[src/rtl/fetch_unit_pkg.sv]
// Shared fetch-stage definitions: NOP encoding, default reset PC, buffer entry layout, control states.
package fetch_unit_pkg;

  localparam logic [31:0] NOP_INSTR        = 32'h00000013;
  localparam logic [31:0] DEFAULT_RESET_PC = 32'h00000000;

  // Entry layout {fault, pc[31:0], instr[31:0]}
  localparam int ENTRY_W   = 65;
  localparam int INSTR_LSB = 0;
  localparam int PC_LSB    = 32;
  localparam int FAULT_BIT = 64;

  typedef struct packed {
    logic        fault;
    logic [31:0] pc;
    logic [31:0] instr;
  } fetch_entry_t;

  typedef enum logic [1:0] {
    FETCH_RUN,
    FETCH_FAULT,
    FETCH_HALT
  } fetch_state_t;

  function automatic fetch_entry_t make_entry(input logic fault, input logic [31:0] pc,
                                              input logic [31:0] instr);
    fetch_entry_t e;
    e.fault = fault;
    e.pc    = pc;
    e.instr = instr;
    return e;
  endfunction

endpackage

[src/rtl/fetch_fifo.sv]
// Synchronous fetch buffer of DEPTH entries; flush empties it while a same-cycle pop still completes.
// With FETCH_PERF_EN defined the occupancy is exported as port count.
import fetch_unit_pkg::*;

module fetch_fifo #(
  parameter int DEPTH = 2
) (
  input  logic               clk,
  input  logic               rst_n,
  input  logic               push,
  input  logic               pop,
  input  logic               flush,
  input  logic [ENTRY_W-1:0] push_data,
  output logic [ENTRY_W-1:0] head,
  output logic               empty,
  output logic               full
`ifdef FETCH_PERF_EN
  ,
  output logic [$clog2(DEPTH):0] count
`endif
);

  localparam int PTR_W = $clog2(DEPTH);
  localparam logic [PTR_W:0] FULL_CNT = (PTR_W+1)'(DEPTH);

  logic [ENTRY_W-1:0] mem [DEPTH];
  logic [PTR_W-1:0]   rd_ptr;
  logic [PTR_W-1:0]   wr_ptr;
  logic [PTR_W:0]     count_q;

  // A flush discards everything; the popped head was already consumed this cycle.
  always_ff @(posedge clk) begin
    if (!rst_n) begin
      rd_ptr  <= '0;
      wr_ptr  <= '0;
      count_q <= '0;
    end else if (flush) begin
      rd_ptr  <= '0;
      wr_ptr  <= '0;
      count_q <= '0;
    end else begin
      if (push) wr_ptr <= wr_ptr + 1'b1;
      if (pop)  rd_ptr <= rd_ptr + 1'b1;
      case ({push, pop})
        2'b10:   count_q <= count_q + 1'b1;
        2'b01:   count_q <= count_q - 1'b1;
        default: count_q <= count_q;
      endcase
    end
  end

  always_ff @(posedge clk) begin
    if (rst_n && push && !flush) mem[wr_ptr] <= push_data;
  end

  assign head  = mem[rd_ptr];
  assign empty = (count_q == '0);
  assign full  = (count_q == FULL_CNT);

`ifdef FETCH_PERF_EN
  assign count = count_q;
`endif

endmodule

[src/rtl/fetch_unit.sv]
// Instruction-fetch stage: PC, redirect/misalignment handling and a small buffer toward decode.
// Optional performance counters are enabled with FETCH_PERF_EN.
import fetch_unit_pkg::*;

module fetch_unit #(
  parameter logic [31:0] RESET_PC   = DEFAULT_RESET_PC,
  parameter int          FIFO_DEPTH = 2
) (
  input  logic        clk,
  input  logic        rst_n,
  output logic [31:0] imem_addr,
  input  logic [31:0] imem_rd,
  input  logic        redirect_valid,
  input  logic [31:0] redirect_pc,
  output logic        out_valid,
  input  logic        out_ready,
  output logic [31:0] out_instr,
  output logic [31:0] out_pc,
  output logic [31:0] out_pc_plus4,
  output logic        out_fault
`ifdef FETCH_PERF_EN
  ,
  output logic [31:0] perf_fetch_cnt,
  output logic [31:0] perf_flush_cnt
`endif
);

  fetch_state_t state_q, state_d;
  logic [31:0]  pc_q, pc_d;
  logic         push, pop, empty, full;
  fetch_entry_t push_entry, head_entry;

`ifdef FETCH_PERF_EN
  logic [$clog2(FIFO_DEPTH):0] occupancy;
`endif

  fetch_fifo #(
    .DEPTH(FIFO_DEPTH)
  ) u_fifo (
    .clk      (clk),
    .rst_n    (rst_n),
    .push     (push),
    .pop      (pop),
    .flush    (redirect_valid),
    .push_data(push_entry),
    .head     (head_entry),
    .empty    (empty),
    .full     (full)
`ifdef FETCH_PERF_EN
    ,
    .count    (occupancy)
`endif
  );

  assign pop = out_valid & out_ready;

  // FETCH_FAULT queues the single fault marker after a misaligned redirect, then FETCH_HALT idles.
  always_comb begin
    state_d    = state_q;
    pc_d       = pc_q;
    push       = 1'b0;
    push_entry = make_entry(1'b0, pc_q, imem_rd);
    if (redirect_valid) begin
      pc_d    = redirect_pc;
      state_d = (redirect_pc[1:0] == 2'b00) ? FETCH_RUN : FETCH_FAULT;
    end else begin
      case (state_q)
        FETCH_RUN: begin
          if (!full || pop) begin
            push = 1'b1;
            pc_d = pc_q + 32'd4;
          end
        end
        FETCH_FAULT: begin
          if (!full || pop) begin
            push       = 1'b1;
            push_entry = make_entry(1'b1, pc_q, NOP_INSTR);
            state_d    = FETCH_HALT;
          end
        end
        default: state_d = FETCH_HALT;
      endcase
    end
  end

  always_ff @(posedge clk) begin
    if (!rst_n) begin
      state_q <= FETCH_RUN;
      pc_q    <= RESET_PC;
    end else begin
      state_q <= state_d;
      pc_q    <= pc_d;
    end
  end

  assign imem_addr    = pc_q;
  assign out_valid    = ~empty;
  assign out_instr    = empty ? NOP_INSTR : head_entry.instr;
  assign out_pc       = empty ? 32'h0 : head_entry.pc;
  assign out_pc_plus4 = out_pc + 32'd4;
  assign out_fault    = ~empty & head_entry.fault;

`ifdef FETCH_PERF_EN
  logic [31:0] fetch_cnt_q, flush_cnt_q;

  // Entries discarded by a redirect are everything buffered except a head popped that cycle.
  always_ff @(posedge clk) begin
    if (!rst_n) begin
      fetch_cnt_q <= '0;
      flush_cnt_q <= '0;
    end else begin
      if (push && !push_entry.fault) fetch_cnt_q <= fetch_cnt_q + 32'd1;
      if (redirect_valid) flush_cnt_q <= flush_cnt_q + 32'(occupancy) - 32'(pop);
    end
  end

  assign perf_fetch_cnt = fetch_cnt_q;
  assign perf_flush_cnt = flush_cnt_q;
`endif

endmodule
[config.mk]
export PLATFORM = sky130hd
export DESIGN_NAME = fetch_unit
export DESIGN_NICKNAME = d
export VERILOG_FILES = /design/src/rtl/fetch_unit_pkg.sv /design/src/rtl/fetch_fifo.sv /design/src/rtl/fetch_unit.sv
export SDC_FILE = /design/constraint.sdc
export NUM_CORES = 1
export LEC_CHECK = 0
export BUFFER_PORTS_ARGS = -buffer_cell sky130_fd_sc_hd__buf_2
export CORE_MARGIN = 2
export CORE_UTILIZATION = 49
export DETAILED_ROUTE_END_ITERATION = 6
export PLACE_DENSITY = 0.74
export SLEW_MARGIN = 20
export SYNTH_ARGS = -nofsm -noshare
export SYNTH_HDL_FRONTEND = slang
export SYNTH_SLANG_ARGS = --single-unit
[constraint.sdc]
create_clock -name clk -period 8 [get_ports clk]
set_input_delay 1.6 -clock clk [delete_from_list [all_inputs] [get_ports clk]]
set_output_delay 1.6 -clock clk [all_outputs]
set_load 0.02 [all_outputs]
; Yosys cells after proc, flatten, opt, wreduce, memory -nomap -nowiden
; Memory sizes are Yosys's and may differ from the RTL's. A register that Yosys moved wholly into a read port is not among the register bits.
; Index checks and enable logic that the tools add are counted.
; W data, S select, Z words.
[totals]
regBits = 38
mem_bits_rw = 130
in_bits = 68
output_inout_bits = 130
wordCells = 57
n_memories = 1
[op_classes]
add_sub_neg = 6
eq_ne = 6
muxes = 20
bitwise = 4
n_reduce_logical = 15
[memory_table]
columns = name, depth, width, read_ports, rd_ports_with_merged_regs, write_ports, line_no
row1 = u_fifo.mem, 2, 65, 1, 1, 1, fetch_fifo.sv:26  ; logic [ENTRY_W-1:0] mem [DEPTH];
[op_table]
columns = operator, count
row1 = $mux W65, 3
row2 = $mux W32, 5
row3 = $add A32 B3 Y32 const B, 2
row4 = $mux W1, 8
row5 = $pmux W2 S2, 2
row6 = $logic_not A2 Y1, 3
row7 = $reduce_bool A2 Y1, 3
row8 = $eq A2 B1 Y1 const B, 2
row9 = $eq A2 B2 Y1 const B, 2
row10 = $mux W2, 2
row11 = $reduce_and A2 Y1, 2
row12 = $reduce_or A2 Y1, 2
row13 = $ne A3 B3 Y1 const B, 1
row14 = $add A1 B1 Y1 const B, 2
row15 = $add A2 B1 Y2 const B, 1
row16 = $and A1 B1 Y1, 2
row17 = $logic_and A1 B1 Y1, 2
row18 = $logic_not A1 Y1, 2
row19 = $ne A2 B2 Y1 const B, 1
row20 = $not A1 Y1, 2
row21 = $sub A2 B1 Y2 const B, 1
row22 = $logic_or A1 B1 Y1, 1

; Longest topological paths before layout
[logic_depth]
depth_word = 11
mapped_depth = 12
ltp_nobuf = 7

; Cells and area by module
; From an unflattened synthesis, not the netlist that was laid out.
[unflattened]
hier_cells = 670
hier_area_um2 = 8196.6
[by_module_without_submodules]
columns = mod, instances, cells_per_inst, area_per_inst_um2, seq_area_each_um2
row1 = fetch_fifo, 1, 226, 4898.4, 4003.8
row2 = fetch_unit, 1, 444, 3298.2, 680.7

; Worst setup path before layout
; No wires, ideal clock.
[synth_timing]
path_kind = input-to-reg
start = in redirect_valid
end = mem u_fifo.mem[0][0] (enable)
setup_ns = 0.648
t_arrival_ns = 8.018
required_ns = 7.352
setup_slack_ns = -0.667
cell_stages = 3
path_buffers = 0
cell_sequence = clkinv_1 -> nand2_1 -> nor4_1
[synth_via]
elab_chain_cells = 5
elab_cells_between_ends = 6
classes_between = 3 x mux / 3 x reduce/logical
[synth_rtl]
columns = item, line_no
row1 = start: declaration, fetch_unit.sv:13  ; input logic redirect_valid,
row2 = $mux W1, fetch_unit.sv:63  ; if (redirect_valid) begin
row3 = $logic_and A1 B1 Y1, fetch_fifo.sv:53  ; if (rst_n && push && !flush) mem[wr_ptr] <= push_data;
row4 = $logic_and A1 B1 Y1 (*), fetch_fifo.sv:53
row5 = $mux W1 (*), fetch_fifo.sv:53
row6 = $mux W1 (not written as such) (*), fetch_fifo.sv:53
row7 = end: declaration, fetch_fifo.sv:26
; Every way passes the cells marked *; elsewhere a longest branch is shown, timed or not.

==> impl_metrics.ini <==
[clocking]
post_cts_buffers = 0
insertion_delay_ns = 0.42
cts_tree = built
cts_resized = 0
clk_path_buf_depth = 2
clockRootBuffer = clkbuf_16
cts_inserted_buffers = 17
htreeDepth = 4
cts_hold_buffers = 0
cts.sinks = 169
clkTransAtPathRegs_ns = 0.06

[power_and_ir_drop]
switchingPower_uw = 512
p_seq_share_pct = 50.7
comb_power_share_pct = 11.5
p_sw_share_pct = 25.5
irDropWorstVdd_mv = 0.143
p_clk_share_pct = 37.8
p_int_uw = 1500
finalPower_uw = 2010
p_leak_uw = 0.00375
powerDensity_nw_per_um2 = 207

[setup_path]
arrival_ns = 4.10
crit_path_max_fanout = 45
worstSetupPathType = reg -> out
reg2reg_depth = 7
crit_required_ns = 6.40
setup.worst_path.start_class = flop
cp-end-kind = output port
r2r_slack_ns = 5.04
r2r-start = u_fifo.count_q[0]
r2r_end = u_fifo.count_q[1]

[final_layout]
antenna_cells = 0
drive_gt1_share_pct = 30.8
n_fill_cell = 1383
fin_nets = 924
area_growth_pct = 17.3

[placed_design]
gp_congestion = 0.778
hpwl_mm = 12.2
numPortBuffers = 197

[drt]
antenna_left = 0
drtIter0Drc = 348
drtPass1Iterations = 4
wl_per_cell_um = 16.4
vias = 5620
drc = 0
via_per_inst = 5.17
drt-total-wl_mm = 17.8

[synthesis]
ys_ff_latch = 169
syn_nets = 771
ys_types = 50
synth_edf_count = 130
syn-mean-instance-area_um2 = 11.8
yosysSeqAreaShare_pct = 56.6
synth_ff_type = edfxtp_1
synthArstFlopShare_pct = 0
synth_cells = 700
ys_warn_count = 0
synth_area_um2 = 8280

[sta]
hold_violations = 0
finalMaxSlewViolations = 0
hold_slack_ns = 0.480
rsz0062_at_grt = false
period_minus_slack_ns = 5.70
worst_pin_slew_ns = 0.877
fmax_mhz = 175
finalSetupViolations = 0
fin_crit_sh_pct = 71.3
maxSlewHeadroom_pct = 41.6
finClkSkew_ns = 0.0115
setup_tns_ns = 0

[outcome]
status = finished, final reports clean

[floorplan]
dieWidth_um = 134
dieHeight_um = 134
die_area_um2 = 17900
core.rowCount = 47
io_pins = 198
start_util_pct = 50.1
core_um2 = 16500

[global_routing]
grt-ovfl-total = 0
grt_pass1_vias = 5233
grt_first_pass_wirelength_mm = 27.5
antenna_found_initial = 0
grt_start_max_net_pins = 66
track_usage_pct = 19.8

[worst_hold_path]
hold_end = u_fifo.mem[1][32]
hp-start = imem_addr[0]
hold_class = reg -> reg
hold_depth = 0

[run]
drv_cap = 0
[cells by family (layout without fill, tap and decap cells)]
family | count (synthesis) | count (layout) | synth area share (%)
compound gates | 68 | 68 | 5.17
xor+xnor | 58 | 58 | 6.14
fa+ha+maj | 3 | 3 | 0.453
buf+inv | 88 | 254 | 6.38
flops | 169 | 169 | 56.6
mux | 68 | 68 | 8.22
simple gates | 246 | 246 | 17.0
[placed cells by master (no fill, tap or decap), types with 3 or more instances in the layout]
cell type,n
mux2i_1,68
nand3_1,21
nand2b_1,7
o21ai_0,29
nor3_1,15
inv_1,17
nand3b_1,4
clkinvlp_4,3
clkbuf_16,17
buf_4,7
xnor2_1,34
nor4_2,11
buf_2,197
nor2_1,74
and4_1,4
a211oi_2,3
a21oi_1,22
o211a_1,6
and3_1,3
dfxtp_1,38
nand4_1,6
edfxtp_1,130
nor4_1,10
and2_1,3
nand2_1,30
or2_2,3
ha_1,3
xor2_1,24
nor4_4,4
nor2_2,4
or3_1,4
clkinv_4,3
nor2b_1,32
[layout make-up]
cell class	count	area, µm²	area share, %
clock buffers	19	433	4.46
well taps	220	275	2.84
inverters	18	67.6	0.696
repair buffers	204	1040	10.7
clock inverters	13	121	1.25
multi-input cells	443	3080	31.8
flip-flops and latches	169	4690	48.3
[power groups by stage]
stage / clock network, µW / registers (µW) / logic (µW)
after detailed placement: 0 / 1040 / 233
final: 760 / 1020 / 232
after global routing: 813 / 1020 / 252
after floorplan: 0 / 1030 / 174
after CTS: 778 / 1020 / 234
after global placement: 0 / 1040 / 231
[metal layers]
| layer | routed length [µm] | track usage [%] |
|---|---|---|
| met3 | 1010 | 4.95 |
| met2 | 8400 | 31.9 |
| met1 | 8100 | 26.5 |
| met4 | 286 | 6.50 |
| met5 | 0 | 0 |
[per-stage QoR]
| step | worst slack [ns] | instances | utilization [%] | instance area [µm²] |
|---|---|---|---|---|
| finish | 2.30 | 1086 | 58.7 | 9710 |
| global placement | 2.80 | 1054 | 55.4 | 9150 |
| floorplan | 2.08 | 700 | - | 8280 |
| detailed placement | 2.73 | 1054 | 55.4 | 9150 |
| global route | 1.96 | 1086 | 58.7 | 9710 |
| CTS | 2.25 | 1086 | 58.7 | 9710 |
[flip-flops by register name (all words and copies together) (netlist names), named ones only]
name	cells
state_q	2
u_fifo.mem	130
imem_addr	32
u_fifo.wr_ptr	1
u_fifo.rd_ptr	1
u_fifo.count_q	2
[cell usage after synthesis (2+ instances only)]
cell,count,share of area (%)
edfxtp_1,130,47
nor2_1,75,3.4
mux2i_1,68,8.2
dfxtp_1,39,9.4
buf_4,38,3.4
xnor2_1,34,3.6
nor2b_1,32,2.4
nand2_1,30,1.4
o21ai_0,29,1.8
xor2_1,24,2.5
a21oi_1,22,1.3
nand3_1,21,1.3
inv_1,17,0.77
nor3_1,15,0.91
buf_2,13,0.79
clkbuf_1,12,0.54
nor4_1,11,0.83
nor4_2,11,1.7
nand2b_1,7,0.53
nand4_1,6,0.45
o211a_1,6,0.73
and3_1,4,0.30
and4_1,4,0.42
nand3b_1,4,0.36
or3_1,4,0.30
a211oi_2,3,0.45
and2_1,3,0.23
buf_1,3,0.14
buf_6,3,0.41
ha_1,3,0.45
nor2_2,3,0.23
nor4_4,3,0.77
or2_2,3,0.23
a31oi_1,2,0.15
o311a_1,2,0.24
or2_1,2,0.15
[critical path: stages, from the launching register on]
cell and delay, ns:
dfxtp_4 0.75, buf_4 0.62, mux2i_1 0.21, nor2_1 0.25, ha_1 0.25, nand4_1 0.67, nor4_2 0.50, xor2_1 0.17
buf_2 0.18
[worst max path at each step]
stage / startpoint / endpoint / slack, ns / depth (start not counted)
finish: flop / out_pc_plus4[26] / 2.30 / 8
global route: flop / out_pc_plus4[26] / 1.96 / 8
CTS: flop / out_pc_plus4[26] / 2.25 / 8
detailed placement: flop / out_pc_plus4[26] / 2.73 / 8
global placement: flop / out_pc_plus4[26] / 2.80 / 8
floorplan: out_ready / u_fifo.mem[0][0] / 2.08 / 3
Power figures use the tool's default switching activity.
